[config.mk]
export PLATFORM = sky130hd
export DESIGN_NAME = prog_loader
export DESIGN_NICKNAME = d
export VERILOG_FILES = /design/src/rtl/loader_defs.sv /design/src/rtl/loader_word_asm.sv /design/src/rtl/prog_loader.sv
export SDC_FILE = /design/constraint.sdc
export NUM_CORES = 1
export LEC_CHECK = 0
export BUFFER_PORTS_ARGS = -buffer_cell sky130_fd_sc_hd__buf_2
export CAP_MARGIN = 20
export CORE_ASPECT_RATIO = 1.25
export CORE_UTILIZATION = 60
export DETAILED_ROUTE_END_ITERATION = 8
export PLACE_DENSITY = 0.91
export RECOVER_POWER = 100
export SYNTH_ARGS = -nofsm -noshare
export SYNTH_HDL_FRONTEND = slang
export SYNTH_HIERARCHICAL = 1
export SYNTH_SLANG_ARGS = --single-unit
[constraint.sdc]
create_clock -name clk -period 5.2 [get_ports clk]
set_clock_uncertainty 0.1 [all_clocks]
set_input_delay 0.52 -clock clk [delete_from_list [all_inputs] [get_ports clk]]
set_output_delay 0.52 -clock clk [all_outputs]
set_load 0.03 [all_outputs]
[src/rtl/loader_defs.sv]
// Shared definitions for the program loader: FSM states and frame geometry.
package loader_defs;

    typedef enum logic [2:0] {
        ST_IDLE,
        ST_LEN_HI,
        ST_LEN_LO,
        ST_DATA,
        ST_CHECK,
        ST_DONE,
        ST_ERROR
    } state_t;

    localparam int unsigned LEN_BYTES  = 2;
    localparam int unsigned WORD_BYTES = 4;

endpackage

[src/rtl/loader_word_asm.sv]
// Big-endian word assembler: shifts bytes in, pulses word_ready the cycle after the 4th byte.
module loader_word_asm
    import loader_defs::*;
#(
    parameter int unsigned DATA_W = 32
) (
    input  logic              clk,
    input  logic              reset,
    input  logic              clear,
    input  logic [7:0]        byte_in,
    input  logic              byte_valid,
    output logic [DATA_W-1:0] word,
    output logic [1:0]        byte_cnt,
    output logic              word_ready
);

    always_ff @(posedge clk or posedge reset) begin
        if (reset) begin
            word       <= '0;
            byte_cnt   <= '0;
            word_ready <= 1'b0;
        end else begin
            word_ready <= 1'b0;
            if (clear) begin
                byte_cnt <= '0;
            end else if (byte_valid) begin
                word       <= {word[DATA_W-9:0], byte_in};
                byte_cnt   <= byte_cnt + 2'd1;
                word_ready <= (byte_cnt == 2'(WORD_BYTES - 1));
            end
        end
    end

endmodule

[src/rtl/prog_loader.sv]
// Framed byte-stream loader writing instruction memory, then releasing the CPU on a good checksum.
module prog_loader
    import loader_defs::*;
#(
    parameter int unsigned ADDR_W     = 11,
    parameter int unsigned DATA_W     = 32,
    parameter int unsigned START_ADRS = 1
) (
    input  logic              clk,
    input  logic              reset,
    input  logic              start,
    input  logic [7:0]        in_data,
    input  logic              in_valid,
    output logic              in_ready,
    output logic [DATA_W-1:0] w_instruction,
    output logic              w_enable,
    output logic [ADDR_W-1:0] w_adrs,
    output logic              cpu_en,
    output logic              busy,
    output logic              done,
    output logic              error,
    output logic [15:0]       words_written
);

    state_t      state, state_next;
    logic [15:0] length;
    logic [15:0] words_rx;
    logic [7:0]  checksum;
    logic        adrs_full;
    logic        transfer;
    logic        start_ok;
    logic        asm_ld;
    logic        last_byte;
    logic        last_word;
    logic        overflow;
    logic [1:0]  byte_cnt;
    logic        word_ready;

    assign transfer  = in_valid & in_ready;
    assign start_ok  = start & (state inside {ST_IDLE, ST_DONE, ST_ERROR});
    assign asm_ld    = transfer & (state == ST_DATA);
    assign last_byte = asm_ld & (byte_cnt == 2'(WORD_BYTES - 1));
    assign last_word = (words_rx == length - 16'd1);
    // adrs_full marks that the top address already holds a word; a further word has nowhere to go
    assign overflow  = word_ready & adrs_full;
    assign w_enable  = word_ready & ~adrs_full;

    assign in_ready = state inside {ST_LEN_HI, ST_LEN_LO, ST_DATA, ST_CHECK};
    assign busy     = in_ready;
    assign done     = (state == ST_DONE);
    assign cpu_en   = (state == ST_DONE);
    assign error    = (state == ST_ERROR);

    loader_word_asm #(.DATA_W(DATA_W)) u_word_asm (
        .clk        (clk),
        .reset      (reset),
        .clear      (start_ok),
        .byte_in    (in_data),
        .byte_valid (asm_ld),
        .word       (w_instruction),
        .byte_cnt   (byte_cnt),
        .word_ready (word_ready)
    );

    always_ff @(posedge clk or posedge reset) begin
        if (reset) state <= ST_IDLE;
        else       state <= state_next;
    end

    always_comb begin
        state_next = state;
        unique case (state)
            ST_IDLE, ST_DONE, ST_ERROR: if (start) state_next = ST_LEN_HI;
            ST_LEN_HI: if (transfer) state_next = ST_LEN_LO;
            ST_LEN_LO: if (transfer)
                state_next = ({length[15:8], in_data} == 16'd0) ? ST_CHECK : ST_DATA;
            ST_DATA:   if (last_byte && last_word) state_next = ST_CHECK;
            ST_CHECK:  if (transfer)
                state_next = (in_data == checksum) ? ST_DONE : ST_ERROR;
            default:   state_next = ST_IDLE;
        endcase
        // The final strobe may overlap the checksum byte; an overflow there still wins
        if (overflow) state_next = ST_ERROR;
    end

    always_ff @(posedge clk or posedge reset) begin
        if (reset) begin
            length        <= '0;
            words_rx      <= '0;
            checksum      <= '0;
            w_adrs        <= ADDR_W'(START_ADRS);
            words_written <= '0;
            adrs_full     <= 1'b0;
        end else if (start_ok) begin
            length        <= '0;
            words_rx      <= '0;
            checksum      <= '0;
            w_adrs        <= ADDR_W'(START_ADRS);
            words_written <= '0;
            adrs_full     <= 1'b0;
        end else begin
            if (transfer && (state inside {ST_LEN_HI, ST_LEN_LO, ST_DATA}))
                checksum <= checksum ^ in_data;
            if (transfer && state == ST_LEN_HI) length[15:8] <= in_data;
            if (transfer && state == ST_LEN_LO) length[7:0]  <= in_data;
            if (last_byte) words_rx <= words_rx + 16'd1;
            if (w_enable) begin
                words_written <= words_written + 16'd1;
                if (w_adrs == '1) adrs_full <= 1'b1;
                else              w_adrs    <= w_adrs + ADDR_W'(1);
            end
        end
    end

endmodule

-- Word-level counts from Yosys, hierarchy flattened
Index checks and enable logic that the tools add are counted.
- bits in registers: 106
- input bits: 12
- logic and storage cells: 90
- add/subtract/negate cells: 5
- eq/ne operators: 16
- multiplexer cells: 28
- bitwise gates (word level): 9
- reductions and logical operators: 21
- operators with widths (kind ; number):
    16-bit two-way mux ; 5
    11-bit two-way mux ; 3
    16-bit by 1-bit adder with 16-bit output (second input constant) ; 2
    8-bit two-way mux ; 4
    3-bit two-way mux ; 7
    16-bit equality test ; 1
    16-bit logical NOT ; 1
    16-bit by 1-bit subtractor with 16-bit output (second input constant) ; 1
    3-bit one-hot mux with 5 select lines ; 1
    2-bit nonzero test ; 7
    3-bit != test (second input constant) ; 4
    11-bit by 1-bit adder with 11-bit output (second input constant) ; 1
    11-bit equality test (second input constant) ; 1
    3-bit equality test (second input constant) ; 3
    8-bit equality test ; 1
    8-bit XOR ; 1
    1-bit AND ; 6
    3-bit by 2-bit equality test with 1-bit output (second input constant) ; 2
    2-bit two-way mux ; 3
    2-bit AND reduction ; 3
    3-bit nonzero test ; 2
    1-bit two-way mux ; 5
    5-bit AND reduction ; 1
    1-bit logical AND ; 4
    other kinds (9) ; 10

-- Logic depth before layout (Yosys ltp)
- depth in word-level cells: 9
- mapped depth: 11
- mapped depth without buffers: 8

-- By module
Netlist, hierarchy kept.
- modules (own cells, without submodules) (module ; times used ; cells each ; area each (µm²)):
    prog_loader ; 1 ; 456 ; 4071.4
    loader_word_asm ; 1 ; 80 ; 1472.7

-- Worst setup path after synthesis
Ideal clock, no wire load.
- path kind: reg-to-reg
- start: register state[0]
- end: register u_word_asm.word[10]
- library setup time: 0.125 ns
- arrival time: 2.352 ns
- data required time: 4.975 ns
- setup slack: 2.623 ns
- cell stages (with the launch flop): 12
- path buffers: 5
- cells stage by stage: dfrtp_1 > clkbuf_1 > nor2b_1 > or2_2 > a21oi_1 > nor2b_1 > clkbuf_1 > clkbuf_1 > nand2b_1 > buf_6 > buf_12 > mux2_4
- word-level cells in the longest chain between the ends: 5
- elaborated cells on any way between the ends: 14
- ends and longest elaborated chain (what ; line ; text):
    start: declaration ; prog_loader.sv:25 ; state_t state, state_next;
    start signal: assignment ; prog_loader.sv:67 ; else state <= state_next;
    3-bit equality test or 3-bit logical NOT (tied branches) ; prog_loader.sv:40 ; assign start_ok = start & (state inside {ST_IDLE, ST_DONE, ST_ERROR});
    3-bit nonzero test (*) ; prog_loader.sv:40 ;
    1-bit AND (*) ; prog_loader.sv:40 ;
    via start_ok ; prog_loader.sv:31 ; logic start_ok;
    1-bit inverter (no source line) (*) ; -- ;
    2-bit AND reduction (no source line) (*) ; -- ;
    end signal: assignment ; loader_word_asm.sv:27 ; word <= {word[DATA_W-9:0], byte_in};
    end: declaration ; loader_word_asm.sv:12 ; output logic [DATA_W-1:0] word,
Mark *: on every way through the listed nets, which the timed path passes. The rest lies on a longest branch.
A chain may end at the register's enable or synchronous reset.

-- Worst setup path after layout
- start: register state[0]
- end: register u_word_asm.word[19]
- word-level cells in the longest chain between the ends: 5
- elaborated cells on any way between the ends: 14
- ends and longest elaborated chain (what ; line ; text):
    3-bit by 1-bit equality test with 1-bit output, or another cell as far along ; prog_loader.sv:48 ; assign in_ready = state inside {ST_LEN_HI, ST_LEN_LO, ST_DATA, ST_CHECK};
    4-bit nonzero test or 3-bit nonzero test (tied branches) ; prog_loader.sv:48, prog_loader.sv:40 ;
    1-bit AND, on equally long branches ; prog_loader.sv:39, prog_loader.sv:40 ;
    1-bit AND or 1-bit inverter (tied branches) ; -- ;
    2-bit AND reduction (no source line) (*) ; -- ;
Every way passes the cells marked *; elsewhere a longest branch is shown, timed or not.

==> metrics.md <==
| Metric | Value |
|---|---|
| CP Capture Type | `flip-flop` |
| RSZ-0062 raised after global routing | `no` |
| Maxcap violations | `2` |
| Via-per-instance ratio | `5.791` |
| Worst-path clk slew | `0.11 ns` |
| Worst slew margin | `-0.1702` |
| CTS Root Cell | `clkbuf_8` |
| Max Clk Rate | `0.3270 GHz` |
| Crit path buf inv count | `0` |
| Final hold violation count | `0` |
| Synthesis-to-finish area growth | `7.132%` |
| Worst-Margin Slew | `1.755 ns` |
| H-tree levels | `3` |
| Final #Nets | `616` |
| Status | `finished with violations` |
| Commonest non-fill, non-tap cells in the layout | `dfrtp_1 (105), clkbuf_1 (67), nand2_1 (64), nor2_1 (60)` |
| Final Max Tran Viols | `104` |
| Via count | `4193` |
| Die Area | `9631 sq um` |
| Initial core utilization | `0.6269` |
| DP HPWL | `8171 microns` |
| Worst Setup SP | `state[0]` |
| Clk sinks | `106` |
| Multi-input gate area | `2561 sq um` |
| DRT antenna net count | `0` |
| Remaining Overflow, GRT | `0` |
| Worst-Skew Late Latency | `0.38 ns` |
| DRT iter0 DRCs | `305` |
| Setup Viol. Count Final | `0` |
| Number of global-route vias before repair | `4175` |
| VDD IR-drop max | `358.2 uV` |
| CP Class | `flip-flop to flip-flop` |
| IO Pins | `77` |
| Die W | `87.98 microns` |
| Fin crit share | `0.5881` |
| CTS tree | `built` |
| Yosys warnings | `6` |
| Post-Syn Instances | `536` |
| Violated checks | `capacitance limit, slew limit` |
| Fin Setup TNS | `0 ns` |
| # port buffers | `76` |
| Reg area | `2654 sq um` |
| Min Tclk post-route | `3.058 ns` |
| Sequential area share after synthesis | `0.4787` |
| Average wire per standard cell | `15.87 microns` |
| GPL Wtd Cong | `0.8604` |
| Met1 usage in global routing | `0.3086` |
| Seq cells post-synth | `106` |
| CP max FO | `33` |
| Gr usage total | `0.2527` |
| Primary FF master, synth | `dfrtp_1` |
| Gr busiest metal | `met2` |
| Sequence of cells on the critical path | `nor2b_1 -> or2_2 -> a21oi_1 -> nor2b_4 -> nand2b_1 -> mux2_1` |
| Critical Path RT | `5.35 ns` |
| Num rows | `38` |
| CP peak stage delay | `0.85 ns` |
| Critical-path cell with the highest stage delay | `nand2b_1` |
| Hold Path Origin | `in_data[1]` |
| Largest net degree at the start of global routing | `72` |
| 1st-pass router iterations | `6` |
| PD cells | `641.2 nW/um^2` |
| Arrival time of the worst setup path | `3.21 ns` |
| Commonest non-fill, non-tap cell in the layout | `dfrtp_1` |
| Number of synthesized flops with an enable pin | `0` |
| Top cell family by delay on the critical path | `simple AND/OR/NAND/NOR gates` |
| Die H | `109.5 microns` |
| Fill cells | `728` |
| # diodes | `0` |
| Antenna violations before repair | `0` |
| Reg2reg start | `state[0]` |
| Startpoint Class | `flip-flop` |
| Hold crit path type | `input pin to flip-flop` |
| Synth Net Count | `553` |
| Met3 GRT Util | `0.03979` |
| Fraction of registers with async set/reset | `1.000` |
| Drt total wl | `11490 microns` |
| Met2 Usage GRT | `0.4463` |
| Remaining DRCs | `0` |
| Core Area | `8843 sq um` |
| Leakage power | `2.440 nW` |
| Layout cells sized above 1 | `0.07119` |
| First-pass GRT wire length | `18950 microns` |
| TritonCTS buffer count | `9` |
| Clock Path Buffers | `2` |
| Total chip power | `3.808 mW` |
| Syn_area_per_cell | `10.34 sq um` |
| Mapped cell area | `5544 sq um` |
| Synth unique cells | `60` |
==> cell usage after synthesis, types with 2 or more instances <==
| library cell | n | area [sq um] |
|---|---|---|
| a21oi_1 | 14 | 70.07 |
| or2_2 | 3 | 18.77 |
| o2111ai_1 | 2 | 17.52 |
| nor2b_1 | 5 | 31.28 |
| and2_1 | 3 | 18.77 |
| and3_1 | 3 | 18.77 |
| or3_1 | 9 | 56.30 |
| nor3b_1 | 3 | 22.52 |
| nor2_1 | 60 | 225.2 |
| buf_6 | 2 | 22.52 |
| xnor2_1 | 36 | 315.3 |
| o31ai_1 | 3 | 22.52 |
| o311ai_0 | 2 | 17.52 |
| or4_1 | 4 | 30.03 |
| nor3_1 | 12 | 60.06 |
| clkbuf_1 | 21 | 78.83 |
| nand3_1 | 7 | 35.03 |
| mux2_4 | 29 | 435.4 |
| buf_12 | 3 | 60.06 |
| mux2i_1 | 5 | 50.05 |
| o21ai_0 | 25 | 125.1 |
| nor4_1 | 6 | 37.54 |
| and4_1 | 2 | 17.52 |
| xor2_1 | 36 | 315.3 |
| nand4_1 | 13 | 81.33 |
| dfrtp_1 | 105 | 2628 |
| inv_1 | 11 | 41.29 |
| mux2_2 | 3 | 33.78 |
| nand2b_1 | 9 | 56.30 |
| nand3b_1 | 2 | 15.01 |
| nand2_1 | 64 | 240.2 |
| buf_4 | 2 | 15.01 |
| ha_1 | 5 | 62.56 |
==> registers in the layout, summed over array words and instances, names as in the netlist <==
register,count
u_word_asm/word,32
checksum,8
adrs_full,1
u_word_asm/word_ready,1
words_written,16
w_adrs,11
u_word_asm/byte_cnt,2
state,3
words_rx,16
length,16
==> worst min-delay path: stages <==
cell,delay [ns]
buf_2,0.14
nand2_1,0.06
o31ai_1,0.06
==> cell families (layout without fill, tap and decap cells) <==
logic type                 Yosys count  count (layout)  synth area share
AOI/OAI and AO/OA                   62              62           0.07019
xor gates and xnor gates            72              72            0.1137
adders and majority gates            5               5           0.01128
buffers and inverters               40             108           0.03995
DFF                                106             106            0.4787
muxes                               37              37           0.09366
and+or+nand+nor                    214             214            0.1925
==> final cells by class <==
type                            instances  share of cell area
Sequential cell                       106              0.4468
Multi-Input combinational cell        390              0.4312
Timing Repair Buffer                   81             0.05540
Tap cell                              120             0.02528
Clock buffer                            9             0.02086
Clock inverter                          7             0.01348
Inverter                               11            0.006952
==> stage by stage <==
step,std cells,setup slack (ns),hold slack [ns],cell area (sq um),utilization
floorplan,536,2.623,0.4124,5544,-
global placement,706,2.525,0.3282,5927,0.6702
detailed placement,706,2.448,0.3391,5927,0.6702
CTS,723,2.421,0.3264,6141,0.6944
global route,724,1.943,0.3383,5939,0.6716
finish,724,2.142,0.3490,5939,0.6716
==> final timing paths <==
kind	to	slack [ns]	depth (start not counted)
max	u_word_asm/word[19]	2.14	6
min	length[1]	0.35	3
max reg2reg	u_word_asm/word[19]	2.14	6
min reg2reg	u_word_asm/word[30]	0.41	1
max in group asynchronous	words_written[4]	2.74	4
min in group asynchronous	u_word_asm/word[28]	0.48	3
==> repair_timing <==
item | in CTS | in global routing
endpoints found under the hold margin | 4 | 0
hold buffers | 1 | 0
buffers inserted | 0 | 0
gates resized for setup | 0 | 0
==> power breakdown <==
| group | internal, mW | leakage, nW | total (mW) | switching [mW] |
|---|---|---|---|---|
| logic | 0.607 | 1.04 | 1.72 | 1.11 |
| registers | 1.18 | 1.30 | 1.58 | 0.402 |
| clock network | 0.192 | 0.0998 | 0.503 | 0.311 |
==> per-layer routing <==
layer  routed length (microns)  vias up
met2                      5821      157
met5                         0        -
li1                          -     1958
met1                      4750     2046
met4                       299        0
met3                       620       32
Note: power is estimated with default switching activity, not from simulation.
